[config.mk]
export PLATFORM = sky130hd
export DESIGN_NAME = bp_update_scheduler_flat
export DESIGN_NICKNAME = d
export VERILOG_FILES = /design/src/rtl/bp_update_scheduler_pkg.sv /design/src/rtl/bp_update_scheduler_if.sv /design/src/rtl/bp_update_fifo.sv /design/src/rtl/bp_update_scheduler.sv /design/src/flat_wrapper.sv
export SDC_FILE = /design/constraint.sdc
export NUM_CORES = 1
export LEC_CHECK = 0
export CORE_MARGIN = 5
export CORE_UTILIZATION = 64
export DETAILED_ROUTE_END_ITERATION = 10
export PLACE_DENSITY = 0.86
export SYNTH_ARGS = -nofsm -noshare
export SYNTH_HDL_FRONTEND = slang
export SYNTH_HIERARCHICAL = 1
export SYNTH_SLANG_ARGS = --single-unit
[constraint.sdc]
create_clock -name clock -period 12.8 [get_ports clock]
set_input_delay 2.56 -clock clock [delete_from_list [all_inputs] [get_ports clock]]
set_output_delay 2.56 -clock clock [all_outputs]
set_load 0.05 [all_outputs]
[src/rtl/bp_update_scheduler_pkg.sv]
// Shared types for the branch-predictor update scheduler.
// Optional same-cycle bypass is enabled by defining BP_UPD_BYPASS_EN.
package bp_update_scheduler_pkg;

    localparam int FETCH_WIDTH  = 2;
    localparam int ADDR         = 32;
    localparam int HISTORY_BITS = 8;

    typedef struct packed {
        logic                    is_cond;
        logic                    taken;
        logic                    gshare_pred;
        logic                    bi_pred;
        logic                    mispredict;
        logic [ADDR-1:0]         pc;
        logic [ADDR-1:0]         target;
        logic [HISTORY_BITS-1:0] history;
    } bp_update_t;

    typedef enum logic {
        ST_INIT,
        ST_RUN
    } state_t;

endpackage

[src/rtl/bp_update_scheduler_if.sv]
// Execute-side resolution bus, predictor update port and clear port.
// master = execute/driver side, slave = scheduler.
interface bp_update_scheduler_if
    import bp_update_scheduler_pkg::*;
#(
    parameter int W          = FETCH_WIDTH,
    parameter int INDEX_BITS = 4
);
    logic [W-1:0]                   ex_valid_i;
    logic [W-1:0]                   ex_is_cond_i;
    logic [W-1:0]                   ex_taken_i;
    logic [W-1:0][ADDR-1:0]         ex_pc_i;
    logic [W-1:0][ADDR-1:0]         ex_target_i;
    logic [W-1:0][HISTORY_BITS-1:0] ex_history_i;
    logic [W-1:0]                   ex_gshare_pred_i;
    logic [W-1:0]                   ex_bi_pred_i;
    logic [W-1:0]                   ex_mispredict_i;
    logic                           ex_ready_o;

    logic                    upd_valid_o;
    logic                    upd_is_cond_o;
    logic                    upd_taken_o;
    logic                    upd_gshare_pred_o;
    logic                    upd_bi_pred_o;
    logic                    upd_mispredict_o;
    logic [ADDR-1:0]         upd_pc_o;
    logic [ADDR-1:0]         upd_target_o;
    logic [HISTORY_BITS-1:0] upd_history_o;

    logic                  clr_valid_o;
    logic [INDEX_BITS-1:0] clr_idx_o;
    logic [7:0]            ovf_cnt_o;

    modport master (
        output ex_valid_i, ex_is_cond_i, ex_taken_i, ex_pc_i,
        output ex_target_i, ex_history_i, ex_gshare_pred_i,
        output ex_bi_pred_i, ex_mispredict_i,
        input  ex_ready_o,
        input  upd_valid_o, upd_is_cond_o, upd_taken_o,
        input  upd_gshare_pred_o, upd_bi_pred_o, upd_mispredict_o,
        input  upd_pc_o, upd_target_o, upd_history_o,
        input  clr_valid_o, clr_idx_o, ovf_cnt_o
    );

    modport slave (
        input  ex_valid_i, ex_is_cond_i, ex_taken_i, ex_pc_i,
        input  ex_target_i, ex_history_i, ex_gshare_pred_i,
        input  ex_bi_pred_i, ex_mispredict_i,
        output ex_ready_o,
        output upd_valid_o, upd_is_cond_o, upd_taken_o,
        output upd_gshare_pred_o, upd_bi_pred_o, upd_mispredict_o,
        output upd_pc_o, upd_target_o, upd_history_o,
        output clr_valid_o, clr_idx_o, ovf_cnt_o
    );
endinterface

[src/rtl/bp_update_fifo.sv]
// W-write / 1-read circular buffer; enabled lanes are packed into
// consecutive slots starting at the tail.
module bp_update_fifo
    import bp_update_scheduler_pkg::*;
#(
    parameter int W     = FETCH_WIDTH,
    parameter int DEPTH = 8
) (
    input  logic                     clock,
    input  logic                     reset,
    input  logic [W-1:0]             wr_en,
    input  bp_update_t [W-1:0]       wr_data,
    input  logic                     rd_en,
    output bp_update_t               rd_data,
    output logic [$clog2(DEPTH):0]   count
);
    localparam int PW = $clog2(DEPTH);

    bp_update_t     mem [DEPTH];
    logic [PW-1:0]  head;
    logic [PW-1:0]  tail;
    logic [PW-1:0]  slot [W];
    logic [PW:0]    enq_n;

    // Slot of each lane = tail + number of enabled lanes below it.
    always_comb begin
        enq_n = '0;
        for (int i = 0; i < W; i++) begin
            slot[i] = tail + enq_n[PW-1:0];
            enq_n   = enq_n + (PW+1)'(wr_en[i]);
        end
    end

    always_ff @(posedge clock) begin
        if (!reset) begin
            head  <= '0;
            tail  <= '0;
            count <= '0;
        end else begin
            for (int i = 0; i < W; i++) begin
                if (wr_en[i]) mem[slot[i]] <= wr_data[i];
            end
            tail  <= tail + enq_n[PW-1:0];
            head  <= head + PW'(rd_en);
            count <= count + enq_n - (PW+1)'(rd_en);
        end
    end

    assign rd_data = mem[head];

endmodule

[src/rtl/bp_update_scheduler.sv]
// Funnels resolved branches into the single predictor update port,
// after a post-reset table clear. Bypass: BP_UPD_BYPASS_EN.
module bp_update_scheduler
    import bp_update_scheduler_pkg::*;
#(
    parameter int W          = FETCH_WIDTH,
    parameter int DEPTH      = 8,
    parameter int INDEX_BITS = 4
) (
    input  logic                 clock,
    input  logic                 reset,
    bp_update_scheduler_if.slave bus
);
    localparam int CW = $clog2(DEPTH) + 1;

    state_t                 state;
    state_t                 state_next;
    logic [INDEX_BITS-1:0]  clr_idx;
    logic [7:0]             ovf_cnt;
    logic [8:0]             ovf_sum;
    logic [CW-1:0]          count;
    logic [CW-1:0]          surv_n;
    logic [W:0]             kill;
    logic [W-1:0]           survive;
    logic [W-1:0]           wr_en;
    bp_update_t [W-1:0]     lane;
    bp_update_t             head;
    bp_update_t             upd;
    logic                   ready;
    logic                   run;
    logic                   deq;
    logic                   byp_en;

    always_comb begin
        for (int i = 0; i < W; i++) begin
            lane[i].is_cond     = bus.ex_is_cond_i[i];
            lane[i].taken       = bus.ex_taken_i[i];
            lane[i].gshare_pred = bus.ex_gshare_pred_i[i];
            lane[i].bi_pred     = bus.ex_bi_pred_i[i];
            lane[i].mispredict  = bus.ex_mispredict_i[i];
            lane[i].pc          = bus.ex_pc_i[i];
            lane[i].target      = bus.ex_target_i[i];
            lane[i].history     = bus.ex_history_i[i];
        end
    end

    // Everything younger than the first mispredicting lane is wrong-path.
    always_comb begin
        kill[0] = 1'b0;
        surv_n  = '0;
        for (int i = 0; i < W; i++) begin
            survive[i] = bus.ex_valid_i[i] & ~kill[i];
            kill[i+1]  = kill[i] |
                         (bus.ex_valid_i[i] & bus.ex_mispredict_i[i]);
            surv_n     = surv_n + CW'(survive[i]);
        end
    end

    assign run   = (state == ST_RUN);
    assign ready = (CW'(DEPTH) - count) >= CW'(W);
    assign deq   = run && (count != '0);

`ifdef BP_UPD_BYPASS_EN
    logic [W-1:0] byp_sel;
    bp_update_t   byp_data;

    always_comb begin
        byp_sel  = '0;
        byp_data = '0;
        for (int i = W - 1; i >= 0; i--) begin
            if (survive[i]) begin
                byp_sel    = '0;
                byp_sel[i] = 1'b1;
                byp_data   = lane[i];
            end
        end
    end

    assign byp_en = run && (count == '0) && (|survive);
    assign wr_en  = ready ? (survive & ~(byp_en ? byp_sel : '0)) : '0;
    assign upd    = byp_en ? byp_data : head;
`else
    assign byp_en = 1'b0;
    assign wr_en  = ready ? survive : '0;
    assign upd    = head;
`endif

    bp_update_fifo #(.W(W), .DEPTH(DEPTH)) u_fifo (
        .clock   (clock),
        .reset   (reset),
        .wr_en   (wr_en),
        .wr_data (lane),
        .rd_en   (deq),
        .rd_data (head),
        .count   (count)
    );

    always_comb begin
        state_next = state;
        case (state)
            ST_INIT: if (&clr_idx) state_next = ST_RUN;
            ST_RUN:  state_next = ST_RUN;
            default: state_next = ST_INIT;
        endcase
    end

    assign ovf_sum = {1'b0, ovf_cnt} + 9'(surv_n);

    always_ff @(posedge clock) begin
        if (!reset) begin
            state   <= ST_INIT;
            clr_idx <= '0;
            ovf_cnt <= '0;
        end else begin
            state <= state_next;
            if (state == ST_INIT) clr_idx <= clr_idx + INDEX_BITS'(1);
            if (!ready) ovf_cnt <= ovf_sum[8] ? 8'hFF : ovf_sum[7:0];
        end
    end

    assign bus.ex_ready_o        = ready;
    assign bus.upd_valid_o       = reset & (deq | byp_en);
    assign bus.upd_is_cond_o     = upd.is_cond;
    assign bus.upd_taken_o       = upd.taken;
    assign bus.upd_gshare_pred_o = upd.gshare_pred;
    assign bus.upd_bi_pred_o     = upd.bi_pred;
    assign bus.upd_mispredict_o  = upd.mispredict;
    assign bus.upd_pc_o          = upd.pc;
    assign bus.upd_target_o      = upd.target;
    assign bus.upd_history_o     = upd.history;
    assign bus.clr_valid_o       = reset & (state == ST_INIT);
    assign bus.clr_idx_o         = clr_idx;
    assign bus.ovf_cnt_o         = ovf_cnt;

endmodule
[src/flat_wrapper.sv]
// flat-port wrapper written by rule: the top's interface ports become plain ports
module bp_update_scheduler_flat import bp_update_scheduler_pkg::*;
#(
    parameter int W          = FETCH_WIDTH,
    parameter int DEPTH      = 8,
    parameter int INDEX_BITS = 4
)
  (clock, reset, bus_ex_valid_i, bus_ex_is_cond_i, bus_ex_taken_i, bus_ex_pc_i, bus_ex_target_i, bus_ex_history_i, bus_ex_gshare_pred_i, bus_ex_bi_pred_i, bus_ex_mispredict_i, bus_ex_ready_o, bus_upd_valid_o, bus_upd_is_cond_o, bus_upd_taken_o, bus_upd_gshare_pred_o, bus_upd_bi_pred_o, bus_upd_mispredict_o, bus_upd_pc_o, bus_upd_target_o, bus_upd_history_o, bus_clr_valid_o, bus_clr_idx_o, bus_ovf_cnt_o);
  bp_update_scheduler_if #(.W(W), .INDEX_BITS(INDEX_BITS)) bus_i ();
  input  logic clock;
  input  logic reset;
  input wire logic [$bits(bus_i.ex_valid_i)-1:0] bus_ex_valid_i;
  input wire logic [$bits(bus_i.ex_is_cond_i)-1:0] bus_ex_is_cond_i;
  input wire logic [$bits(bus_i.ex_taken_i)-1:0] bus_ex_taken_i;
  input wire logic [$bits(bus_i.ex_pc_i)-1:0] bus_ex_pc_i;
  input wire logic [$bits(bus_i.ex_target_i)-1:0] bus_ex_target_i;
  input wire logic [$bits(bus_i.ex_history_i)-1:0] bus_ex_history_i;
  input wire logic [$bits(bus_i.ex_gshare_pred_i)-1:0] bus_ex_gshare_pred_i;
  input wire logic [$bits(bus_i.ex_bi_pred_i)-1:0] bus_ex_bi_pred_i;
  input wire logic [$bits(bus_i.ex_mispredict_i)-1:0] bus_ex_mispredict_i;
  output wire logic [$bits(bus_i.ex_ready_o)-1:0] bus_ex_ready_o;
  output wire logic [$bits(bus_i.upd_valid_o)-1:0] bus_upd_valid_o;
  output wire logic [$bits(bus_i.upd_is_cond_o)-1:0] bus_upd_is_cond_o;
  output wire logic [$bits(bus_i.upd_taken_o)-1:0] bus_upd_taken_o;
  output wire logic [$bits(bus_i.upd_gshare_pred_o)-1:0] bus_upd_gshare_pred_o;
  output wire logic [$bits(bus_i.upd_bi_pred_o)-1:0] bus_upd_bi_pred_o;
  output wire logic [$bits(bus_i.upd_mispredict_o)-1:0] bus_upd_mispredict_o;
  output wire logic [$bits(bus_i.upd_pc_o)-1:0] bus_upd_pc_o;
  output wire logic [$bits(bus_i.upd_target_o)-1:0] bus_upd_target_o;
  output wire logic [$bits(bus_i.upd_history_o)-1:0] bus_upd_history_o;
  output wire logic [$bits(bus_i.clr_valid_o)-1:0] bus_clr_valid_o;
  output wire logic [$bits(bus_i.clr_idx_o)-1:0] bus_clr_idx_o;
  output wire logic [$bits(bus_i.ovf_cnt_o)-1:0] bus_ovf_cnt_o;
  assign bus_i.ex_valid_i = bus_ex_valid_i;
  assign bus_i.ex_is_cond_i = bus_ex_is_cond_i;
  assign bus_i.ex_taken_i = bus_ex_taken_i;
  assign bus_i.ex_pc_i = bus_ex_pc_i;
  assign bus_i.ex_target_i = bus_ex_target_i;
  assign bus_i.ex_history_i = bus_ex_history_i;
  assign bus_i.ex_gshare_pred_i = bus_ex_gshare_pred_i;
  assign bus_i.ex_bi_pred_i = bus_ex_bi_pred_i;
  assign bus_i.ex_mispredict_i = bus_ex_mispredict_i;
  assign bus_ex_ready_o = bus_i.ex_ready_o;
  assign bus_upd_valid_o = bus_i.upd_valid_o;
  assign bus_upd_is_cond_o = bus_i.upd_is_cond_o;
  assign bus_upd_taken_o = bus_i.upd_taken_o;
  assign bus_upd_gshare_pred_o = bus_i.upd_gshare_pred_o;
  assign bus_upd_bi_pred_o = bus_i.upd_bi_pred_o;
  assign bus_upd_mispredict_o = bus_i.upd_mispredict_o;
  assign bus_upd_pc_o = bus_i.upd_pc_o;
  assign bus_upd_target_o = bus_i.upd_target_o;
  assign bus_upd_history_o = bus_i.upd_history_o;
  assign bus_clr_valid_o = bus_i.clr_valid_o;
  assign bus_clr_idx_o = bus_i.clr_idx_o;
  assign bus_ovf_cnt_o = bus_i.ovf_cnt_o;
  bp_update_scheduler #(.W(W), .DEPTH(DEPTH), .INDEX_BITS(INDEX_BITS)) u_core (.clock(clock), .reset(reset), .bus(bus_i));
endmodule
==> flow_metrics.tcl, run 1 <==
set metrics [dict create \
    finalMaxSlewViolations 0 \
    die_area_sq_mm 0.0542 \
    cp_slowest_cell "clkdlybuf4s50_1" \
    clock_path_buffers 3 \
    io_pins 250 \
    first_global_vias 19027 \
    swShare_pct 28.4 \
    core_area_sq_mm 0.0491 \
    finalInstanceArea_sq_mm 0.0371 \
    rows 81 \
    hp-class "flip-flop to flip-flop" \
    p_per_area_mw_per_mm2 159 \
    synth_edf_count 616 \
    r2r-end "u_core/u_fifo/mem[7][44]" \
    cts_setup_buffers 0 \
    synth-seq-cells 639 \
    wl_per_cell_microns 28.1 \
    grt_max_degree 106 \
    antenna_found_initial 16 \
    htree_levels 3 \
    stdcell_count 2700 \
    drt-total-wl_microns 76000 \
    cp.depth 4 \
    grt-busiest-layer "met2" \
    critPathLaunch "reset" \
    r2r_cells 12 \
    worstMarginPinSlew_ns 1.15 \
    yosysWarnings 6 \
    p_comb_share_pct 23.7 \
    port_buffers 249 \
    period_minus_slack_ns 7.43 \
    grt.met3_usage_pct 6.38 \
    pwr-share-seq_pct 44.7 \
    grt_use_total_pct 28.5 \
    gr-usage-met1_pct 38.2 \
    syn_area_per_cell_sq_um 18.3 \
    tns_ns 0 \
    crit_end "bus_clr_valid_o" \
    r2r_slack_ns 7.38 \
    cts.hold.buffers_added 0 \
    drtIter0Drc 1521 \
    cpLargestDelayFamily "buffers and inverters" \
    maxCapViolCount 0 \
    final_cell_mix "616 x edfxtp_1, 612 x mux2_2, 249 x clkdlybuf4s50_1" \
    p_leak_nw 11.7 \
    rr_startpoint "u_core/u_fifo/count[0]" \
    ctsResizeCount 0 \
    p_clk_share_pct 31.6 \
    async_reset_ff_share_pct 0 \
    grt_pass1_wl_microns 116000 \
    maxSlewHeadroom_pct 23.2 \
    vias 17707 \
    clock-sinks 639 \
    drt_first_pass_iters 5 \
    gp_congestion 0.828 \
    drc 0 \
    path_clk_slew_ns 0.06 \
    cp_cell_sequence "clkdlybuf4s50_1, clkinv_1, nor2_1, clkdlybuf4s50_1" \
    post_route_cells_drive_above_1_share_pct 44.7 \
    dpl.hpwl_microns 41300 \
    power.internal_mw 4.23 \
    grt_overflow 0 \
    die_width_microns 233 \
    grt.met2_usage_pct 47.9 \
    startpoint_type "primary input" \
    cpMostUsedCell "clkdlybuf4s50_1" \
    crit_fanout 19 \
    cts_tree "yes" \
    grt_setup_unrepaired "no" \
    hold_viol 0 \
    cp-end-kind "output pin" \
    worst-endpoint-required_ns 10.24 \
    final_common_cell "edfxtp_1" \
    area_growth_pct 16.7 \
    final-setup-viol-count 0 \
    slowest_delay_ns 0.88 \
    root_buffer "clkbuf_16" \
    status "finished, final reports clean" \
    hold_depth 2 \
    mappedNetlistArea_sq_mm 0.0318 \
    insertion_delay_ns 0.60 \
    critPathKind "primary input to output pin" \
    post-route-period-util_pct 58.0 \
    synth.yosys.seq_area_share_pct 59.7 \
    ir_drop_uv 154 \
    synth_nets 1916 \
    die_y_microns 233 \
    placement.cell_area_sq_mm 0.0350 \
    synth.distinct_cells 52 \
    placedCellCount 2572 \
    arrival_ns 4.87 \
    crit_buf_inv 3 \
    synthFlopType "edfxtp_1" \
    cts_buffers 67 \
    clock_skew_ns 0.0241 \
    p_switching_mw 1.68 \
    viasPerCell 6.56 \
    start_util_pct 64.7 \
    fmax_mhz 135 \
    nNetsFinal 2153 \
    ant_nets 0 \
    synthCells 1740 \
]
flip-flops by register name, summed over array words and instances, names as in the netlist:
name and count:
u_core/u_fifo/count 4, u_core/bus.clr_idx_o 4, u_core/u_fifo/tail 3, u_core/u_fifo/mem 616
u_core/bus.ovf_cnt_o 8, u_core/run 1, u_core/u_fifo/head 3
per-stage QoR:
stage | power, mW | hold WS, ns | setup slack (ns) | utilization, %
2_1_floorplan | 3.62 | 0.552 | 3.61 | -
3_3_place_gp | 4.04 | 0.493 | 5.41 | 71.3
3_5_place_dp | 4.08 | 0.524 | 5.40 | 71.3
4_1_cts | 5.95 | 0.534 | 5.39 | 75.5
5_1_grt | 6.13 | 0.556 | 5.27 | 75.6
6_report | 5.91 | 0.535 | 5.37 | 75.6
power by group through the flow:
stage	Sequential (mW)	Clock, mW	Combinational (mW)
3_3_place_gp	2.67	0	1.37
2_1_floorplan	2.71	0	0.906
5_1_grt	2.66	1.99	1.48
6_report	2.64	1.87	1.40
3_5_place_dp	2.69	0	1.40
4_1_cts	2.64	1.90	1.41
routing by layer:
layer  routed length (microns)  part of all wire [%]
met4                      1720                   2.3
met5                       100                  0.13
met1                     30200                    40
met2                     38300                    50
met3                      5740                   7.6
worst min path at each step:
stage	slack (ns)	startpoint	end
floorplan	0.55	u_core/u_fifo/head[1]	u_core/u_fifo/head[1]
global placement	0.49	u_core/bus.ovf_cnt_o[0]	u_core/bus.ovf_cnt_o[0]
detailed placement	0.52	u_core/bus.ovf_cnt_o[1]	u_core/bus.ovf_cnt_o[1]
CTS	0.53	u_core/bus.ovf_cnt_o[1]	u_core/bus.ovf_cnt_o[1]
global route	0.56	u_core/bus.ovf_cnt_o[1]	u_core/bus.ovf_cnt_o[1]
finish	0.53	u_core/bus.ovf_cnt_o[1]	u_core/bus.ovf_cnt_o[1]
cell usage after synthesis, drive strengths merged, types with 2 or more instances:
master / n / area (sq um)
nand3: 7 / 40.0
clkbuf: 56 / 210
a41o: 2 / 22.5
nor3: 3 / 25.0
buf: 57 / 319
and2: 8 / 50.1
nor2b: 2 / 12.5
a211oi: 3 / 22.5
a21boi: 2 / 15.0
dfxtp: 23 / 460
ha: 15 / 188
o311a: 2 / 21.3
nand4b: 2 / 17.5
o22ai: 4 / 25.0
or4b: 2 / 20.0
xnor2: 3 / 26.3
nor4: 4 / 25.0
inv: 16 / 60.1
nand2: 8 / 30.0
mux2: 693 / 7800
mux4: 154 / 3470
or2: 2 / 12.5
or4: 2 / 15.0
edfxtp: 616 / 18500
nand4: 3 / 18.8
o21ai: 3 / 15.0
nor2: 20 / 75.1
nor3b: 2 / 15.0
fa: 3 / 60.1
xor2: 6 / 52.6
a21oi: 3 / 15.0
mux2i: 2 / 20.0
cells by family after synthesis:
logic type                 after synthesis  synth area share [%]
and+or+nand+nor                         69                  1.21
buffers and inverters                  130                  1.87
xor gates and xnor gates                 9                 0.248
AOI/OAI and AO/OA                       26                 0.646
DFF                                    639                  59.7
muxes                                  849                  35.6
adders and majority gates               18                 0.780
worst min-delay path: cells and delay by family, from the launching register on:
family / cells / cell delay, ns
buf+inv: 1 / 0.07
compound gates: 1 / 0.06
flops: 1 / 0.35
layout make-up:
| type | instances | area, sq um |
|---|---|---|
| diodes | 8 | 20.0 |
| inverters | 17 | 63.8 |
| well taps | 664 | 831 |
| repair buffers | 281 | 2750 |
| clock buffers | 94 | 1870 |
| flip-flops and latches | 639 | 19000 |
| clock inverters | 26 | 223 |
| multi-input cells | 971 | 12400 |
| fillers | 2913 | 12000 |
No activity file was read; power rests on OpenSTA's default activity.
==> inputs of run 2 (changes only) <==
CORE_UTILIZATION = 53   (was 64)
PLACE_DENSITY = 0.76   (was 0.86)
clock period = 6.7 ns   (was 12.8 ns; I/O delays follow)
==> run 2 against run 1 <==
Sequential share of layout area decreased by 0.40 points. First-iteration DRC count decreased by 27%. Critical path depth unchanged. Sequential power increased by 91%. Non-clock buffer count increased by 8. Clock power increased by 93%. Die area increased by 20%. Largest cell class unchanged. Largest power group unchanged.
==> flow_metrics.tcl, run 2 (synthesis gave the netlist of run 1 again) <==
set metrics [dict create \
    status "finished, final reports clean" \
    hp-class "flip-flop to flip-flop" \
    final_cell_mix "616 x edfxtp_1, 612 x mux2_2, 249 x clkdlybuf4s50_1" \
    crit_fanout 46 \
    die_y_microns 255 \
    hold_viol 0 \
    io_pins 250 \
    final-setup-viol-count 0 \
    root_buffer "clkbuf_16" \
    grt_use_total_pct 23.4 \
    dr_wl_met3_microns 4420 \
    r2r_cells 12 \
    area_growth_pct 17.7 \
    period_minus_slack_ns 5.11 \
    die_width_microns 255 \
    wl_met2_microns 39200 \
    die_area_sq_mm 0.0649 \
    grt_overflow 0 \
    cts_buffers 70 \
    finalCoreUtilization_pct 63.1 \
    arrival_ns 3.77 \
    fin_total_pwr_mw 11.3 \
    drc 0 \
    antenna_found_initial 15 \
    insertion_delay_ns 0.59 \
    startpoint_type "flip-flop" \
    cp-end-kind "output pin" \
    clock_path_buffers 3 \
    core_area_sq_mm 0.0592 \
    drtIter0Drc 1106 \
    wl_met1_microns 30300 \
    maxSlewHeadroom_pct 22.7 \
    p_leak_nw 11.8 \
    cts_tree "yes" \
    finalMaxSlewViolations 0 \
    vias 17382 \
    p_per_area_mw_per_mm2 303 \
    clock-sinks 639 \
    ant_nets 0 \
    r2r_slack_ns 1.85 \
    gp_congestion 0.779 \
    drt-total-wl_microns 75600 \
    maxCapViolCount 0 \
    htree_levels 3 \
    clock_skew_ns 0.0196 \
    largest_reg_flops 616 \
    ff_latch_area_sq_mm 0.0190 \
    post_route_cells_drive_above_1_share_pct 45.0 \
    grt_max_degree 62 \
    tns_ns 0 \
    cts.hold.buffers_added 0 \
    nNetsFinal 2164 \
    worstMarginPinSlew_ns 1.16 \
    ir_drop_uv 206 \
    port_buffers 249 \
    hold_depth 2 \
    worst-endpoint-required_ns 5.36 \
    grt_setup_unrepaired "no" \
    wl_per_cell_microns 26.9 \
    dpl.hpwl_microns 43600 \
    first_global_vias 18849 \
    start_util_pct 53.6 \
    rows 89 \
    top_layer "met5" \
    path_clk_slew_ns 0.06 \
    grt_pass1_wl_microns 115000 \
    ctsResizeCount 0 \
    drt_first_pass_iters 4 \
    fmax_mhz 196 \
    viasPerCell 6.18 \
    cts_setup_buffers 0 \
    final_common_cell "edfxtp_1" \
    multi_input_area_sq_mm 0.0124 \
    fillers 4220 \
    critPathKind "flip-flop to output pin" \
    post-route-period-util_pct 76.3 \
]
-- run 2: changes by cell type in the layout (fill, tap and decap cells not counted), sizes merged --
cell,change
buf,+8
clkinv,-3
inv,-1
clkbuf,-2
bufinv,+1
clkinvlp,+1
-- run 2: metal layers --
metal / vias up / GRT usage (%)
li1: 7640 / -
met1: 9140 / 30.3
met2: 472 / 40.6
met3: 116 / 5.18
met4: 14 / 5.75
met5: - / 0
-- run 2: worst max-delay path, stage by stage (launching register included) --
cell             delay, ns
dfxtp_4               1.05
buf_4                 0.51
mux4_2                0.57
mux2_2                0.27
clkdlybuf4s50_1       0.75
-- run 2: final timing paths --
check | start | endpoint
setup / recovery | u_core/u_fifo/head[1] | bus_upd_pc_o[1]
hold / removal | u_core/bus.ovf_cnt_o[0] | u_core/bus.ovf_cnt_o[0]
setup reg to reg | u_core/u_fifo/count[0] | u_core/u_fifo/mem[4][58]
hold reg to reg | u_core/bus.ovf_cnt_o[0] | u_core/bus.ovf_cnt_o[0]
-- run 2: metrics by stage --
step           hold WS (ns)  setup WS, ns  area (sq um)  instances
5_1_grt               0.549          1.34         37400       2809
6_report              0.510          1.59         37400       2813
3_3_place_gp          0.486          1.45         35200       2689
3_5_place_dp          0.506          1.38         35200       2689
2_1_floorplan         0.552        0.0706         31800       1740
4_1_cts               0.514          1.46         37300       2805
-- run 2: layout make-up --
| class | count | share of cell area, % |
|---|---|---|
| antenna | 8 | 0.0536 |
| clock buffer | 92 | 5.08 |
| clock inverter | 24 | 0.552 |
| inverter | 17 | 0.171 |
| multi-input combinational | 971 | 33.1 |
| sequential | 639 | 50.8 |
| tap | 773 | 2.59 |
| timing repair buffer | 289 | 7.74 |
-- run 2: report_power, final --
group	switching, mW	internal [mW]	total, mW
combinational	1.58	1.09	2.67
clock	1.48	2.13	3.61
sequential	0.113	4.94	5.05
total	3.17	8.15	11.3
